$ cat src/rtl/if_id_buf_pkg.sv
// Shared constants for the IF/ID boundary.
// The NOP is addi x0,x0,0, which decode treats as having no register write.
package if_id_buf_pkg;

   localparam int          XLEN     = 32;
   localparam logic [31:0] INST_NOP = 32'h0000_0013;
   localparam logic [31:0] ADDR_NOP = 32'h0000_0000;

endpackage

$ cat src/rtl/if_id_buf.sv
// IF/ID boundary: a 2-entry skid buffer between fetch and the combinational decode stage.
// The head entry is presented to decode, and a NOP is driven whenever no valid head exists.
module if_id_buf
   import if_id_buf_pkg::*;
#(
   parameter logic [XLEN-1:0] NOP_INST = INST_NOP,
   parameter logic [XLEN-1:0] NOP_ADDR = ADDR_NOP
) (
   input  logic            clk,
   input  logic            rst,
   input  logic            in_valid_i,
   output logic            in_ready_o,
   input  logic [XLEN-1:0] in_inst_addr_i,
   input  logic [XLEN-1:0] in_inst_i,
   input  logic            hold_i,
   input  logic            flush_i,
   output logic [XLEN-1:0] inst_addr_o,
   output logic [XLEN-1:0] inst_o,
   output logic            inst_valid_o
);

   typedef enum logic [1:0] {
      EMPTY = 2'd0,
      ONE   = 2'd1,
      FULL  = 2'd2
   } occ_t;

   occ_t            state_reg, state_next;
   logic            rd_ptr_reg, rd_ptr_next;
   logic            wr_ptr_reg, wr_ptr_next;
   logic [XLEN-1:0] addr_mem [2];
   logic [XLEN-1:0] inst_mem [2];
   logic            push, pop;

   assign push = in_valid_i & in_ready_o & ~flush_i;
   assign pop  = inst_valid_o & ~hold_i;

   always_ff @(posedge clk) begin
      if (rst) begin
         state_reg  <= EMPTY;
         rd_ptr_reg <= 1'b0;
         wr_ptr_reg <= 1'b0;
      end else begin
         state_reg  <= state_next;
         rd_ptr_reg <= rd_ptr_next;
         wr_ptr_reg <= wr_ptr_next;
      end
   end

   // Storage needs no reset: an entry is only read after it has been written.
   always_ff @(posedge clk) begin
      if (push) begin
         addr_mem[wr_ptr_reg] <= in_inst_addr_i;
         inst_mem[wr_ptr_reg] <= in_inst_i;
      end
   end

   always_comb begin
      state_next  = state_reg;
      rd_ptr_next = rd_ptr_reg;
      wr_ptr_next = wr_ptr_reg;
      if (flush_i) begin
         state_next  = EMPTY;
         rd_ptr_next = 1'b0;
         wr_ptr_next = 1'b0;
      end else begin
         if (push) wr_ptr_next = wr_ptr_reg + 1'b1;
         if (pop)  rd_ptr_next = rd_ptr_reg + 1'b1;
         unique case (state_reg)
            EMPTY:   if (push) state_next = ONE;
            ONE: begin
               if (push && !pop)      state_next = FULL;
               else if (!push && pop) state_next = EMPTY;
            end
            FULL:    if (pop) state_next = ONE;
            default: state_next = EMPTY;
         endcase
      end
   end

   // Ready looks only at registered state so fetch never sees a path from hold/flush.
   always_comb begin
      in_ready_o   = (state_reg != FULL);
      inst_valid_o = (state_reg != EMPTY) && !flush_i;
      inst_addr_o  = NOP_ADDR;
      inst_o       = NOP_INST;
      if (inst_valid_o) begin
         inst_addr_o = addr_mem[rd_ptr_reg];
         inst_o      = inst_mem[rd_ptr_reg];
      end
   end

endmodule

$ cat config.mk
export PLATFORM = sky130hd
export DESIGN_NAME = if_id_buf
export DESIGN_NICKNAME = d
export VERILOG_FILES = /design/src/rtl/if_id_buf_pkg.sv /design/src/rtl/if_id_buf.sv
export SDC_FILE = /design/constraint.sdc
export NUM_CORES = 1
export LEC_CHECK = 0
export CAP_MARGIN = 20
export CORE_MARGIN = 2
export CORE_UTILIZATION = 50
export CTS_BUF_LIST = sky130_fd_sc_hd__clkbuf_4 sky130_fd_sc_hd__clkbuf_8
export CTS_CLUSTER_SIZE = 30
export DETAILED_ROUTE_END_ITERATION = 6
export GPL_TIMING_DRIVEN = 0
export PLACE_DENSITY_LB_ADDON = 0.25
export SLEW_MARGIN = 10
export SYNTH_ARGS = -nofsm -noshare
export SYNTH_HDL_FRONTEND = slang
export SYNTH_SLANG_ARGS = --single-unit
$ cat constraint.sdc
create_clock -name clk -period 11.3 [get_ports clk]
set_input_delay 1.695 -clock clk [delete_from_list [all_inputs] [get_ports clk]]
set_output_delay 1.695 -clock clk [all_outputs]
set_load 0.01 [all_outputs]
==> run summary, run 1 <==
===========================================================================
Die boundary width                                                   105 um
Initial standard-cell utilization of the core                         51.8%
LEAKAGE                                                             2.33 nW
Post-Place Cell Area                                            0.00675 mm2
Startpoint-to-endpoint class of the critical path              input port to primary output
Run status                                                        completed
Antenna Diode Count                                                       0
Max-slew headroom                                                     46.5%
Least-Margin Pin Slew                                              0.800 ns
Quantity of gates resized following cts                                   0
Buf/Inv on CP                                                             4
Total core area                                                 0.00982 mm2
Post-synthesis cell count                                               301
Vias per Instance                                                      4.87
Largest stage delay on the critical path                            0.56 ns
Cells along the critical path                                  clkdlybuf4s50_1 > or2_1 > buf_6 > buf_6 > nor2_1 > clkdlybuf4s50_1
Post-route total power                                              1.00 mW
Sequential share of the synthesized area                              77.5%
Number of distinct library cells after synthesis                         22
Worst hold path type                                           flop to flop
Chip height                                                          105 um
Power density normalized to cell area                            141 mW/mm2
Final Non-Filler Cells                                                  615
Inserted Clock Buffers                                                   17
Kind of end point of the critical path                         primary output
Post-CTS setup buffer count                                               0
Number of standard-cell rows in the floorplan                            36
Critical Path RT                                                    9.61 ns
First drt pass iteration count                                            5
Leading cell type in the layout, fill and taps excluded        clkdlybuf4s50_1
Filler Cell Count                                                       671
Number of H-tree branching levels                                         4
Final Skew                                                        0.0101 ns
Synthesis-to-layout area growth                                       40.1%
Fraction of final layout cells sized beyond drive strength 1          12.7%
Half-perimeter wire length after placement                          7020 um
Largest net degree at the start of global routing                        17
Global-route usage over all layers                                    18.8%
Mean instance size in the synthesized netlist                      16.9 um2
Final setup TNS                                                        0 ns
Worst-case register-to-register setup slack                         8.98 ns
Top delay family on crit path                                  buffers and inverters
Number of antenna-violating nets in the routed design                     0
Vias post-DR                                                           2994
Starting DRT DRC Count                                                  130
Commonest cells after routing, fill and taps aside             clkdlybuf4s50_1, edfxtp_1, nor2_1, mux2i_1, clkbuf_8
Remaining design rule violation count                                     0
Time the worst path needs with I/O delays and setup                 5.15 ns
Count of warnings emitted by yosys                                        0
Clock Pin Slew Worst Setup and Hold Paths                           0.07 ns
Number of buffers inserted by port buffering                            134
Post-DR wirelength/cell                                             16.1 um
Clock sink count                                                        133
Clock Tree Root                                                    clkbuf_8
Io pins                                                                 135
TritonCTS clock tree                                                    yes
Final clock period utilization by the worst path                      45.6%
Number of hold-repair buffers added at the cts stage                      0
Startpoint kind of the worst setup timing path                   input port
Peak supply drop                                                  0.0930 mV
Syn Nets                                                                370
Clock Latency Late Sink                                             0.43 ns
Vias in the first global route                                         3219
Achievable clock frequency                                        0.194 GHz
Count of maximum capacitance violations                                   0
Worst-path fanout max                                                    10
Hold Fails Final Rpt                                                      0
Smallest setup slack after layout                                   6.15 ns
Worst endpoint data arrival time                                    3.46 ns
Worst slack after detailed placement                                6.12 ns
Initial antenna violation count                                           0
First-pass GRT wire length                                         15600 um
Final GP Congestion                                                   0.667
Area of the die                                                  0.0110 mm2
Synthesized cell area                                           0.00509 mm2
Buffers from clock root to sink, at most                                  2
Design area                                                     0.00713 mm2
Final Slew Violations                                                     0
Grt total ovfl                                                            0
Flops & latches, synth                                                  133
Final WL                                                            9890 um
Number of setup violations in the final report                            0
Number of instances in the placed design                                583
CP max-delay cell                                              clkdlybuf4s50_1
Total number of nets in the final design                                538
Unrepaired setup endpoints after global routing                          no
===========================================================================
==> worst register-to-register path: cells and delay by family (launching register included) <==
kind / cells / cell delay, ns
buffers and inverters: 4 / 0.75
DFF: 1 / 0.35
and+or+nand+nor: 3 / 0.93
==> cell usage after synthesis <==
cell type	count	area share [%]
nand2_1	5	0.37
dfxtp_1	5	2.0
a21boi_0	3	0.44
nor2_1	64	4.7
buf_2	6	0.59
buf_6	7	1.5
edfxtp_1	128	76
nor2b_1	1	0.12
o21a_1	1	0.15
or2_1	1	0.12
nor3b_1	1	0.15
nand3b_1	1	0.15
nand2b_1	1	0.12
buf_4	1	0.15
inv_1	3	0.22
a21oi_1	1	0.098
nor3_1	1	0.098
o21ai_0	3	0.30
mux2i_1	64	13
or3_1	2	0.25
and3_1	1	0.12
a211oi_1	1	0.15
==> logic make-up (layout without fill, tap and decap cells) <==
| logic type | count (synthesis) | in the layout | share of synthesized area [%] |
|---|---|---|---|
| AO/OA/AOI/OAI | 9 | 9 | 1.13 |
| buffers and inverters | 17 | 198 | 2.51 |
| flip-flops | 133 | 133 | 77.5 |
| multiplexers | 64 | 64 | 12.6 |
| AND/OR/NAND/NOR | 78 | 78 | 6.22 |
==> power breakdown <==
part           total, mW  leakage (nW)  switching, mW  internal (mW)
Combinational     0.0737         0.941         0.0307         0.0430
Sequential         0.560          1.22        0.00357          0.556
Clock              0.371         0.175          0.175          0.196
Total               1.00          2.33          0.209          0.795
==> routing by layer <==
metal	vias up	wire (um)	GRT usage, %
li1	1448	-	-
met1	1453	3920	20.7
met2	89	5390	33.7
met3	4	516	7.11
met4	0	62	5.81
met5	-	0	0
==> area by class of cell <==
cell class	count	area, um2	share of cell area [%]
Buffer	14	116	1.63
Inverter	3	11.3	0.158
Multi-Input combinational cell	151	1020	14.4
Tap cell	133	166	2.33
Timing Repair Buffer	149	1490	20.9
Sequential cell	133	3940	55.3
Clock inverter	14	136	1.91
Clock buffer	18	241	3.39
==> worst paths after layout <==
check / start / end / depth (start not counted)
min reg2reg: wr_ptr_reg / wr_ptr_reg / 2
min: wr_ptr_reg / wr_ptr_reg / 2
max: flush_i / inst_o[29] / 6
max reg2reg: state_reg[1] / inst_mem[1][22] / 7
==> stage by stage <==
stage,util (%),hold slack (ns)
detailed placement,68.7,0.526
CTS,72.6,0.538
floorplan,-,0.473
finish,72.6,0.538
global placement,67.2,0.484
global route,72.6,0.584
Note: power is estimated with default switching activity, not from simulation.
==> run 2: changes to the inputs <==
--- a/config.mk
+++ b/config.mk
@@ -7,7 +7,7 @@
 export LEC_CHECK = 0
 export CAP_MARGIN = 20
 export CORE_MARGIN = 2
-export CORE_UTILIZATION = 50
+export CORE_UTILIZATION = 45
 export CTS_BUF_LIST = sky130_fd_sc_hd__clkbuf_4 sky130_fd_sc_hd__clkbuf_8
 export CTS_CLUSTER_SIZE = 30
 export DETAILED_ROUTE_END_ITERATION = 6
==> constraint.sdc (replaced) <==
create_clock -name clk -period 4.2 [get_ports clk]
set_input_delay 0.63 -clock clk [delete_from_list [all_inputs] [get_ports clk]]
set_output_delay 0.63 -clock clk [all_outputs]
set_load 0.01 [all_outputs]
==> run 2 against run 1 <==
  * Die area increased by 11%
  * Non-clock buffer count fell by 7
  * Via count down 0.97%
  * Critical path depth is the same
  * Largest power group unchanged
==> run summary, run 2 (synthesized netlist as in run 1, its figures left out) <==
===========================================================================
Initial antenna violation count                                           0
TritonCTS clock tree                                                    yes
Achievable clock frequency                                        0.324 GHz
Total core area                                                  0.0109 mm2
Vias per Instance                                                      4.82
Critical path destination                                        inst_o[29]
Vias post-DR                                                           2965
Leading cell type in the layout, fill and taps excluded        clkdlybuf4s50_1
Chip height                                                          110 um
Peak-usage layer in the global routing report                          met2
Final WL                                                            9530 um
Remaining design rule violation count                                     0
Cells along the critical path                                  clkdlybuf4s50_1 > or2_1 > buf_6 > buf_6 > nor2_1 > clkdlybuf4s50_1
Startpoint kind of the worst setup timing path                   input port
Core Util, Final                                                      66.0%
CP max-delay cell                                              clkdlybuf4s50_1
Hold Fails Final Rpt                                                      0
Io pins                                                                 135
Count of maximum capacitance violations                                   0
Hold slack                                                         0.533 ns
Global-route track usage on met3                                      5.23%
Peak supply drop                                                   0.195 mV
Clock Pin Slew Worst Setup and Hold Paths                           0.07 ns
Worst Reg-to-Reg Cells                                                    6
Fraction of final layout cells sized beyond drive strength 1          10.9%
Total number of nets in the final design                                531
Global-route usage over all layers                                    16.4%
First drt pass iteration count                                            4
Origin of the critical flop-to-flop path                       state_reg[1]
Largest net degree at the start of global routing                        17
Number of buffers inserted by port buffering                            134
Clock Tree Root                                                    clkbuf_8
Worst-path fanout max                                                    10
Worst-case register-to-register setup slack                         2.11 ns
Startpoint-to-endpoint class of the critical path              input port to primary output
Buffers from clock root to sink, at most                                  2
Final clock period utilization by the worst path                      73.6%
Antenna Diode Count                                                       0
Post-DR wirelength/cell                                             15.5 um
Final Non-Filler Cells                                                  615
Power density normalized to cell area                            399 mW/mm2
First-pass GRT wire length                                         14500 um
Vias in the first global route                                         3018
Least-Margin Pin Slew                                              0.652 ns
Met1 GRT Util                                                         19.7%
Number of hold-repair buffers added at the cts stage                      0
Number of instances in the placed design                                583
Critical Path RT                                                    3.57 ns
Worst endpoint data arrival time                                    2.46 ns
Run status                                                        completed
Synthesis-to-layout area growth                                       41.8%
Number of H-tree branching levels                                         4
Post-CTS setup buffer count                                               0
Worst R2R End                                                  addr_mem[1][15]
Inserted Clock Buffers                                                   17
Final Slew Violations                                                     0
Number of setup violations in the final report                            0
Number of standard-cell rows in the floorplan                            38
Clock Latency Late Sink                                             0.42 ns
Quantity of gates resized following cts                                   0
Final GP Congestion                                                   0.695
Max-slew headroom                                                     56.5%
Grt total ovfl                                                            0
Die boundary width                                                   110 um
Area of the die                                                  0.0122 mm2
Commonest cells after routing, fill and taps aside             clkdlybuf4s50_1, edfxtp_1, nor2_1, mux2i_1, clkbuf_8
Clock sink count                                                        133
Largest stage delay on the critical path                            0.55 ns
Starting DRT DRC Count                                                  121
GR Util met2                                                          27.2%
Number of antenna-violating nets in the routed design                     0
Unrepaired setup endpoints after global routing                          no
Half-perimeter wire length after placement                          6640 um
Final Skew                                                       0.00635 ns
LEAKAGE                                                             2.36 nW
Worst hold path type                                           flop to flop
Crit path from                                                      flush_i
Kind of end point of the critical path                         primary output
Initial standard-cell utilization of the core                         46.5%
Time the worst path needs with I/O delays and setup                 3.09 ns
===========================================================================
==> run 2: through the flow <==
stage | total power, mW | area, um2 | setup slack (ns) | TNS [ns]
global placement | 1.72 | 6610 | -1.50 | -189.99
finish | 2.88 | 7210 | 1.11 | 0
global route | 2.99 | 7210 | 1.00 | 0
CTS | 2.91 | 7210 | 1.07 | 0
floorplan | 1.60 | 5100 | 0.513 | 0
detailed placement | 1.74 | 6770 | 1.08 | 0
==> run 2: cell type report <==
cell class	instances	area (um2)
Buffer	14	116
Clock buffer	17	234
Clock inverter	15	209
Fill cell	829	3720
Inverter	3	11.3
Multi-Input combinational cell	151	1040
Sequential cell	133	3940
Tap cell	140	175
Timing Repair Buffer	142	1490
==> run 2: critical path: cells and delay by family <==
family                 cells  cell delay (ns)
and+or+nand+nor            2             0.42
buffers and inverters      4             1.40
==> run 2: how the worst min path moves through the flow <==
| stage | from | endpoint | slack [ns] | depth (start not counted) |
|---|---|---|---|---|
| final | rd_ptr_reg | rd_ptr_reg | 0.53 | 2 |
| after global routing | rd_ptr_reg | rd_ptr_reg | 0.59 | 2 |
| after CTS | rd_ptr_reg | rd_ptr_reg | 0.54 | 2 |
| after detailed placement | rd_ptr_reg | flop | 0.52 | 2 |
| after global placement | rd_ptr_reg | rd_ptr_reg | 0.49 | 2 |
| after floorplan | rd_ptr_reg | flop | 0.48 | 2 |
==> run 2: power by group <==
| part | internal [mW] | switching (mW) |
|---|---|---|
| logic | 0.116 | 0.0834 |
| clock network | 0.701 | 0.471 |
| registers | 1.50 | 0.00891 |
==> run 2: metal layers <==
metal,wire [um],up-vias
li1,-,1439
met1,3940,1415
met2,4750,100
met3,708,11
met4,130,0
met5,0,-
==> run 3: changes to the inputs <==
==> constraint.sdc (replaced) <==
create_clock -name clk -period 2.53 [get_ports clk]
set_input_delay 0.3795 -clock clk [delete_from_list [all_inputs] [get_ports clk]]
set_output_delay 0.3795 -clock clk [all_outputs]
set_load 0.01 [all_outputs]
==> run 3 against run 2 <==
  * Utilization is 0.63 points higher
  * Sequential cell count unchanged
  * Via count increased by 0.74%
  * Wire length grew 3.2%
  * Combinational power is 67% higher
  * Final cell count unchanged
  * Global-route usage rose by 0.10 points
  * Critical path depth stayed put
  * Hold slack got worse by 0.013 ns
  * Total power rose by 62%
  * Largest power group unchanged
==> run summary, run 3 (synthesized netlist as in run 1, its figures left out) <==
===========================================================================
Net switching power figure                                         0.899 mW
Hold Fails Final Rpt                                                      0
Worst hold path endpoint                                         rd_ptr_reg
Number of cells on the critical path                                      6
Die boundary width                                                   110 um
Peak supply drop                                                   0.401 mV
Number of standard-cell rows in the floorplan                            38
Largest stage delay on the critical path                            0.55 ns
Origin of the critical flop-to-flop path                       state_reg[1]
Clock sink count                                                        133
Half-perimeter wire length after placement                          6900 um
Number of antenna-violating nets in the routed design                     0
Inserted Clock Buffers                                                   17
Achievable clock frequency                                        0.412 GHz
Worst Reg-to-Reg Cells                                                    6
Fraction of final layout cells sized beyond drive strength 1          12.4%
P_int                                                               3.77 mW
Filler Cell Count                                                       804
LEAKAGE                                                             2.72 nW
Starting DRT DRC Count                                                  100
Worst R2R End                                                  addr_mem[0][29]
Final clock period utilization by the worst path                      95.9%
Smallest setup slack after layout                                  0.103 ns
Proportion of power drawn by flip-flops and latches                   53.6%
Vias post-DR                                                           2987
Kind of end point of the critical path                         primary output
Worst-case register-to-register setup slack                         0.53 ns
Area occupied by multi-input gates                              0.00105 mm2
First drt pass iteration count                                            4
CP max-delay cell                                              clkdlybuf4s50_1
Clock Tree Root                                                    clkbuf_8
Time the worst path needs with I/O delays and setup                 2.43 ns
Clock Pin Slew Worst Setup and Hold Paths                           0.07 ns
Sequential cell area in the final layout                        0.00395 mm2
Cells along the critical path                                  nor2_1 > or2_1 > buf_6 > buf_6 > nor2_1 > clkdlybuf4s50_1
Buffers from clock root to sink, at most                                  2
Vias in the first global route                                         3067
Power density normalized to cell area                            641 mW/mm2
Number of H-tree branching levels                                         4
Worst-path fanout max                                                    10
Post-CTS setup buffer count                                               0
Leading cell type in the layout, fill and taps excluded            edfxtp_1
Count of maximum capacitance violations                                   0
Global-route usage over all layers                                    16.5%
Clock Latency Late Sink                                             0.41 ns
Vias per Instance                                                      4.86
Unrepaired setup endpoints after global routing                          no
Final Slew Violations                                                     0
Max-slew headroom                                                     45.2%
Chip height                                                          110 um
Commonest cells after routing, fill and taps aside             edfxtp_1, clkdlybuf4s50_1, nor2_1, mux2i_1, dlymetal6s2s_1
Antenna Diode Count                                                       0
Post-DR wirelength/cell                                             16.0 um
Least-Margin Pin Slew                                              0.819 ns
Final GP Congestion                                                   0.694
Critical Path RT                                                    2.15 ns
TritonCTS clock tree                                                    yes
Startpoint-to-endpoint class of the critical path              flop to primary output
Number of hold-repair buffers added at the cts stage                      0
Number of buffers inserted by port buffering                            134
Synthesis-to-layout area growth                                       43.2%
Worst endpoint data arrival time                                    2.05 ns
First-pass GRT wire length                                         14600 um
Initial standard-cell utilization of the core                         46.5%
Min-Delay Path Depth                                                      2
Core Util, Final                                                      66.6%
Io pins                                                                 135
Startpoint kind of the worst setup timing path                         flop
Remaining design rule violation count                                     0
Gate power share                                                       7.2%
Worst slack after detailed placement                             -0.0936 ns
Hold slack                                                         0.520 ns
Largest net degree at the start of global routing                        17
Initial antenna violation count                                           0
Area of the die                                                  0.0122 mm2
Grt total ovfl                                                            0
Proportion of power drawn by the clock network                        39.3%
Number of setup violations in the final report                            0
Worst hold path type                                           flop to flop
Switching Fraction                                                    19.3%
Total core area                                                  0.0109 mm2
Run status                                                        completed
Min-Delay Startpoint                                             rd_ptr_reg
Final WL                                                            9830 um
Top delay family on crit path                                  buffers and inverters
Buf/Inv on CP                                                             3
Total number of nets in the final design                                532
Final Skew                                                       0.00628 ns
===========================================================================
[run 3: how the worst max path moves through the flow]
stage | startpoint | to | slack [ns]
finish | state_reg[0] | inst_addr_o[16] | 0.10
global route | state_reg[1] | inst_addr_o[11] | 0.002
detailed placement | flush_i | inst_o[2] | -0.09
CTS | state_reg[0] | inst_o[2] | 0.02
global placement | in_valid_i | inst_mem[1][13] | -1.61
floorplan | state_reg[1] | addr_mem[1][0] | -0.19
[run 3: final cells by class]
cell class / instances / area share, %
Sequential cell: 133 / 54.2
Clock buffer: 20 / 3.52
Multi-Input combinational cell: 151 / 14.5
Buffer: 14 / 1.80
Clock inverter: 11 / 2.18
Timing Repair Buffer: 143 / 21.3
Inverter: 3 / 0.155
Tap cell: 140 / 2.41
[run 3: timing repair]
item,CTS,global route
endpoints found under the hold margin,0,0
setup endpoints to repair,60,34
gates resized for setup,1,26
[run 3: per-stage QoR]
stage	power (mW)	cell area (um2)	TNS [ns]	instances
2_1_floorplan	2.66	5130	-13.91	301
3_3_place_gp	2.86	6640	-193.42	575
3_5_place_dp	2.89	6800	-2.08	584
4_1_cts	4.71	7220	0	615
5_1_grt	4.84	7280	0	615
6_report	4.67	7280	0	615
[run 3: worst reg2reg max path: cells and delay by family (launching register included)]
kind,cells,cell delay [ns]
buffers and inverters,3,0.52
AND/OR/NAND/NOR,3,0.85
flip-flops,1,0.35
[run 3: power groups by stage]
stage / sequential, mW / clock, mW / combinational (mW)
6_report: 2.50 / 1.83 / 0.334
3_3_place_gp: 2.55 / 0 / 0.309
2_1_floorplan: 2.55 / 0 / 0.117
5_1_grt: 2.50 / 1.98 / 0.360
3_5_place_dp: 2.55 / 0 / 0.340
4_1_cts: 2.50 / 1.87 / 0.341
[run 3: layer usage]
metal  global-route usage (%)  wire length [um]  share of wire [%]  vias up
li1                         -                 -                  -     1439
met1                     19.1              3930                 40     1443
met2                     28.2              5010                 51       97
met3                     6.35               821                8.4        8
met4                     5.36                65               0.66        0
met5                        0                 0                  0        -
